<file path="config.mk">
export PLATFORM = sky130hd
export DESIGN_NAME = branch_perf_monitor
export DESIGN_NICKNAME = d
export VERILOG_FILES = /design/src/rtl/perf_pkg.sv /design/src/rtl/perf_counter.sv /design/src/rtl/branch_perf_monitor.sv
export SDC_FILE = /design/constraint.sdc
export NUM_CORES = 1
export LEC_CHECK = 0
export CAP_MARGIN = 10
export CORE_AREA = 2 2 135 137
export DETAILED_ROUTE_END_ITERATION = 7
export DIE_AREA = 0 0 137 139
export PLACE_DENSITY_LB_ADDON = 0.08
export SETUP_SLACK_MARGIN = 0.1
export SLEW_MARGIN = 25
export SYNTH_ARGS = -nofsm -noshare
export SYNTH_HDL_FRONTEND = slang
export SYNTH_SLANG_ARGS = --single-unit
</file>
<file path="constraint.sdc">
create_clock -name clk -period 3 [get_ports clk]
set_input_delay 0.9 -clock clk [delete_from_list [all_inputs] [get_ports clk]]
set_output_delay 0.9 -clock clk [all_outputs]
set_load 0.005 [all_outputs]
</file>
<file path="src/rtl/perf_pkg.sv">
// Shared constants for the branch/pipeline performance monitor: state
// encoding, default widths and the channel map used by the core integration.
package perf_pkg;

  localparam int DEF_NUM_EV = 4;
  localparam int DEF_CNT_W  = 32;

  localparam logic [1:0] ST_IDLE   = 2'd0;
  localparam logic [1:0] ST_RUN    = 2'd1;
  localparam logic [1:0] ST_FROZEN = 2'd2;

  typedef enum logic [1:0] {
    PS_IDLE   = ST_IDLE,
    PS_RUN    = ST_RUN,
    PS_FROZEN = ST_FROZEN
  } perf_state_e;

  // Counter slots as wired by the core: slot 0 is always the cycle counter.
  localparam int CH_CYCLE  = 0;
  localparam int CH_BRANCH = 1;
  localparam int CH_MISS   = 2;
  localparam int CH_IMISS  = 3;
  localparam int CH_DMISS  = 4;

endpackage

</file>
<file path="src/rtl/perf_counter.sv">
// Single event counter with synchronous clear and a sticky overflow flag;
// on overflow it either holds at all-ones or wraps, selected by SATURATE.
module perf_counter #(
  parameter int CNT_W    = 32,
  parameter bit SATURATE = 1'b1
) (
  input  logic             clk,
  input  logic             rst,
  input  logic             clr,
  input  logic             inc,
  output logic [CNT_W-1:0] value,
  output logic             ovf
);

  logic [CNT_W-1:0] value_reg;
  logic             ovf_reg;
  logic             at_max;

  assign at_max = &value_reg;

  always_ff @(posedge clk) begin
    if (rst || clr) begin
      value_reg <= '0;
      ovf_reg   <= 1'b0;
    end else if (inc) begin
      if (at_max) begin
        // A saturated counter keeps its value; a wrapping one rolls to zero.
        value_reg <= SATURATE ? value_reg : '0;
        ovf_reg   <= 1'b1;
      end else begin
        value_reg <= value_reg + CNT_W'(1);
      end
    end
  end

  assign value = value_reg;
  assign ovf   = ovf_reg;

endmodule

</file>
<file path="src/rtl/branch_perf_monitor.sv">
// Performance monitor: cycle counter plus NUM_EV stall-qualified event
// counters, start/freeze/clear control and a registered indexed read port.
module branch_perf_monitor
  import perf_pkg::*;
#(
  parameter int  NUM_EV   = DEF_NUM_EV,
  parameter int  CNT_W    = DEF_CNT_W,
  parameter bit  SATURATE = 1'b1,
  localparam int IDX_W    = $clog2(NUM_EV + 1)
) (
  input  logic              clk,
  input  logic              rst,
  input  logic              start,
  input  logic              freeze,
  input  logic              clear,
  input  logic              stall,
  input  logic [NUM_EV-1:0] ev_valid,
  input  logic [IDX_W-1:0]  rd_idx,
  output logic [CNT_W-1:0]  rd_data,
  output logic [NUM_EV:0]   ovf,
  output logic [1:0]        state_o
);

  localparam int TBL_SIZE = 2 ** IDX_W;

  perf_state_e state_reg;
  perf_state_e state_next;
  logic        running;
  logic [NUM_EV:0]  inc_vec;
  logic [CNT_W-1:0] cnt_table [TBL_SIZE];
  logic [CNT_W-1:0] rd_data_reg;
  logic [CNT_W-1:0] rd_data_next;

  always_ff @(posedge clk) begin
    if (rst) begin
      state_reg <= PS_IDLE;
    end else begin
      state_reg <= state_next;
    end
  end

  always_comb begin
    state_next = state_reg;
    if (clear) begin
      state_next = PS_IDLE;
    end else begin
      case (state_reg)
        PS_IDLE:   if (start) state_next = PS_RUN;
        PS_RUN:    if (freeze) state_next = PS_FROZEN;
        PS_FROZEN: state_next = PS_FROZEN;
        default:   state_next = PS_IDLE;
      endcase
    end
  end

  // The freeze edge itself is still a RUN edge, so it is counted.
  assign running    = (state_reg == PS_RUN);
  assign inc_vec[0] = running;

  generate
    for (genvar gi = 0; gi < NUM_EV; gi++) begin : g_qual
      assign inc_vec[gi+1] = running & ev_valid[gi] & ~stall;
    end
  endgenerate

  // Unused index slots read back as zero.
  generate
    for (genvar gi = 0; gi < TBL_SIZE; gi++) begin : g_cnt
      if (gi <= NUM_EV) begin : g_real
        perf_counter #(
          .CNT_W    (CNT_W),
          .SATURATE (SATURATE)
        ) u_counter (
          .clk   (clk),
          .rst   (rst),
          .clr   (clear),
          .inc   (inc_vec[gi]),
          .value (cnt_table[gi]),
          .ovf   (ovf[gi])
        );
      end else begin : g_pad
        assign cnt_table[gi] = '0;
      end
    end
  endgenerate

  assign rd_data_next = cnt_table[rd_idx];

  always_ff @(posedge clk) begin
    if (rst) begin
      rd_data_reg <= '0;
    end else begin
      rd_data_reg <= rd_data_next;
    end
  end

  assign rd_data = rd_data_reg;
  assign state_o = state_reg;

endmodule
</file>
==> results by stage <==
Detailed routing:
- The routed length on met2 is 13150 um.
- The routed via count divided by cell count is 6.562.
- The number of vias after detailed routing is 9613.
- The detail-routed net length per standard cell is 20.15 um.
- The met1 wire length is 12870 um.
- The number of DRC violations after detailed routing is 0.
- The length of routed met3 wiring is 2196 um.
- Signal routing reaches up to met4.
- The detailed router's first-iteration violation count is 866.
- The residual antenna-violating net count after detailed routing is 0.
- The post-detailed-routing wire length is 29530 um.
- The first TritonRoute pass finished after 5 iterations.

Power:
- The total power after layout is 5.343 mW.
- The worst-case vdd ir drop is 416.7 uV.
- The total power per unit cell area is 453.1 nW/um^2.
- The leakage power figure is 3.670 nW.

Finish:
- The post-route netlist has 12.22% of its cells at a drive strength greater than 1.
- At the end of the flow the core is filled with cells to 66.78%.
- In the layout the commonest cells are sky130_fd_sc_hd__dfxtp_1 (199), sky130_fd_sc_hd__nor2_1 (118), sky130_fd_sc_hd__nand2_1 (86), sky130_fd_sc_hd__a21oi_1 (85), sky130_fd_sc_hd__nand4_1 (59).
- The net count reported at finish is 1243.
- The commonest non-fill, non-tap cell in the layout is sky130_fd_sc_hd__dfxtp_1.
- The synthesis-to-layout area growth is 15.56%.
- The register with the most flip-flops in the layout has 160 of them.
- Counting the fill cells in the layout gives 1520.
- In the final layout, the multi-input gates occupy 5828 sq um.
- The area of all sequential standard cells is 3984 sq um.
- The repair_antennas step left the layout with diodes totalling 0.

Place:
- Summed over all nets, the half-perimeter wirelength after detailed placement is 21730 um.
- Buffers placed on the I/O ports in this run total 51.
- The final RePlAce weighted congestion is 0.9586.

CTS:
- Clock-pin slew was measured on the worst setup and hold paths at 0.07 ns.
- Counting the buffers created by CTS gives 17.
- For the worst-skew pair, the clock arrives at the later sink with an insertion delay of 0.44 ns.
- In this run the deepest clock path goes through 2 buffers.
- In this run the post-CTS setup repair buffer count came out at 0.
- TritonCTS built the clock tree.
- The root buffer cell is sky130_fd_sc_hd__clkbuf_16.
- The deepest level of the CTS H-tree is 4.
- The clock drives 199 sinks.
- For this design, the CTS-stage hold fixing added 0 buffers.
- The number of gates resized after CTS was 0.

GRT:
- The via count of the first global-routing pass is 8478.
- The pin count of the biggest net entering global routing is 43.
- The total overflow reported by the global router is 0.
- The number of antenna violations at the first check in global routing is 0.
- The first global-routing pass estimated 46310 um of wire.
- Across every metal layer, demand over resource in global routing totals 31.16%.

Worst setup path:
- Broken down by cell family, the worst path's largest delay share belongs to simple AND/OR/NAND/NOR gates.
- The number of buffers and inverters on the critical path is 2.
- STA puts the critical path data required time at 3.36 ns.
- In this design, the stage delay of the slowest critical-path cell is 0.53 ns.
- The largest individual stage delay along the critical path comes from the cell sky130_fd_sc_hd__clkdlybuf4s50_1.
- The critical path is of the in2reg type.
- The critical path data arrival time is 3.09 ns.
- The kind of end point of the critical path is a flop.
- The maximum fanout count along the critical path is 8.
- In this run the number of cells on the critical path is 7.
- The signal on the critical path passes through clkdlybuf4s50_1 -> and3b_1 -> nand4_1 -> a2111o_1 -> buf_4 -> or3_1 -> a21oi_1.
- STA classifies the critical path startpoint as an input pin.
- The worst register-to-register path has a depth of 7.

Logic synthesis:
- A synthesized cell averages 8.736 sq um.
- For this run, the leading register cell type out of synthesis is sky130_fd_sc_hd__dfxtp_1.
- The cell taking the most area after synthesis is sky130_fd_sc_hd__dfxtp_1.
- Synthesis produced a netlist with a net count of 1188.
- Ranked by total cell area, the synthesized netlist is headed by sky130_fd_sc_hd__dfxtp_1 (39%), sky130_fd_sc_hd__mux4_2 (6.6%), sky130_fd_sc_hd__nor2_1 (4.4%).
- After synthesis, the netlist uses 69 different library cells.
- The number of register bits inferred by synthesis is 199.
- The count of warnings emitted by yosys is 0.
- Summing every instance area after synthesis gives 10200 sq um.
- The sequential area share after synthesis is 39.04%.
- The async set-or-reset flop fraction in the synthesized netlist is 0%.
- The synthesized design contains 0 enable-type register cells.
- Synthesis produced 1168 cells.
- The top cell type by area accounts for 39.04% of the synthesized area.

Timing:
- The final critical-path share of the clock period is 90.96%.
- The upper clock frequency limit is 366.5 MHz.
- Setup repair after global routing left no endpoint under its margin.
- The max-slew violation count is 0.
- Between clock sinks in the finished design, the worst skew comes to 0.009114 ns.
- After layout, the minimum clock period comes to 2.729 ns.
- Setup violations remaining at the end of the flow were counted as 0.
- On the final layout, the worst hold slack is 0.4710 ns.
- The tightest slew margin relative to the limit is 45.63%.
- The transition at the pin with the smallest max-transition slack is 0.8081 ns.
- The number of hold-slack violations in the final timing report is 0.

Hold path:
- Counting instances, the worst hold path has a depth of 2.
- The min-delay analysis places its worst path in the category reg2reg.

Job:
- The reported max-cap violation count is 0.

Status:
- The run finished with clean final reports.

Floorplanning:
- The die covers 19040 sq um.
- In this run the vertical extent of the chip is 139 um.
- During I/O placement, the number of pins put on the boundary was 52.
- The effective utilization at floorplan is 57.79%.
- The floorplan step defined a core boundary enclosing 17660 sq um.
- The number of rows in the core area is 49.
- The x dimension of the die is 137 um.
[final timing paths]
path,endpoint,slack (ns),from
worst max-delay path,g_cnt[3].g_real.u_counter.value[19],0.27,stall
worst min-delay path,g_cnt[2].g_real.u_counter.ovf,0.47,g_cnt[2].g_real.u_counter.ovf
worst max register to register,g_cnt[4].g_real.u_counter.value[13],0.33,g_cnt[4].g_real.u_counter.value[0]
worst min register to register,g_cnt[2].g_real.u_counter.ovf,0.47,g_cnt[2].g_real.u_counter.ovf
[cell families (layout without fill, tap and decap cells)]
kind of cell / after synthesis / after routing / share of synthesized area [%]
XOR/XNOR: 50 / 50 / 4.292
multiplexers: 43 / 43 / 8.216
adder cells (fa/ha/maj): 7 / 7 / 0.8583
AND/OR/NAND/NOR: 505 / 505 / 26.77
AO/OA/AOI/OAI: 268 / 268 / 16.82
flip-flops: 199 / 199 / 39.04
buffers and inverters: 96 / 164 / 3.998
[Yosys cell counts (3+ instances only)]
cell type                   instances
sky130_fd_sc_hd__a2111oi_0          3
sky130_fd_sc_hd__a211oi_1          13
sky130_fd_sc_hd__a21o_1             4
sky130_fd_sc_hd__a21oi_1           85
sky130_fd_sc_hd__a22oi_1           32
sky130_fd_sc_hd__a31o_2             6
sky130_fd_sc_hd__a31oi_1           12
sky130_fd_sc_hd__a41o_1             5
sky130_fd_sc_hd__and2_1             7
sky130_fd_sc_hd__and3_1            17
sky130_fd_sc_hd__and3b_1            3
sky130_fd_sc_hd__and4_1            12
sky130_fd_sc_hd__buf_1              5
sky130_fd_sc_hd__buf_4              7
sky130_fd_sc_hd__clkbuf_1          52
sky130_fd_sc_hd__dfxtp_1          199
sky130_fd_sc_hd__ha_1               7
sky130_fd_sc_hd__inv_1             27
sky130_fd_sc_hd__mux2i_1           11
sky130_fd_sc_hd__mux4_2            30
sky130_fd_sc_hd__nand2_1           86
sky130_fd_sc_hd__nand3_1           51
sky130_fd_sc_hd__nand3b_1           4
sky130_fd_sc_hd__nand4_1           59
sky130_fd_sc_hd__nor2_1           119
sky130_fd_sc_hd__nor3_1            17
sky130_fd_sc_hd__nor4_1            14
sky130_fd_sc_hd__nor4_2             4
sky130_fd_sc_hd__o211ai_1          12
sky130_fd_sc_hd__o21ai_0           58
sky130_fd_sc_hd__o31ai_1           18
sky130_fd_sc_hd__or2_2              5
sky130_fd_sc_hd__or3_1             57
sky130_fd_sc_hd__or3_2              4
sky130_fd_sc_hd__or4_1             32
sky130_fd_sc_hd__xnor2_1           38
sky130_fd_sc_hd__xor2_1            12
[cell type report]
type	count	share of cell area (%)
sequential	199	33.79
multi-input combinational	873	49.43
tap	229	2.430
inverter	27	0.8595
timing repair buffer	105	8.107
clock inverter	13	1.634
clock buffer	19	3.756
[layer usage]
metal,up-vias,global-route usage (%)
met5,-,0
met4,0,14.22
met3,69,5.848
met2,406,45.35
met1,4614,44.70
li1,4524,-
[where the power goes]
part	internal [mW]	switching [mW]	total, mW
sequential	2.64	0.00211	2.64
combinational	0.0685	0.123	0.192
clock	1.43	1.07	2.51
total	4.14	1.20	5.34
[through the flow]
stage                     setup WS, ns  cells  setup TNS (ns)  cell area, sq um
final                           0.2712   1465               0             11790
after global routing            0.1653   1465               0             11790
after CTS                       0.3249   1465               0             11790
after detailed placement      -0.08457   1433         -0.5694             11160
after global placement        -0.04806   1433         -0.1049             11160
after floorplan                 0.3970   1168               0             10200
[worst register-to-register path, stage by stage (launching register included)]
cell,delay (ns)
sky130_fd_sc_hd__dfxtp_1,0.47
sky130_fd_sc_hd__ha_1,0.30
sky130_fd_sc_hd__nand3_1,0.20
sky130_fd_sc_hd__or4_1,0.56
sky130_fd_sc_hd__o21ai_1,0.62
sky130_fd_sc_hd__buf_4,0.23
sky130_fd_sc_hd__o31ai_1,0.07
sky130_fd_sc_hd__a21oi_1,0.14
No activity file was read; power rests on OpenSTA's default activity.
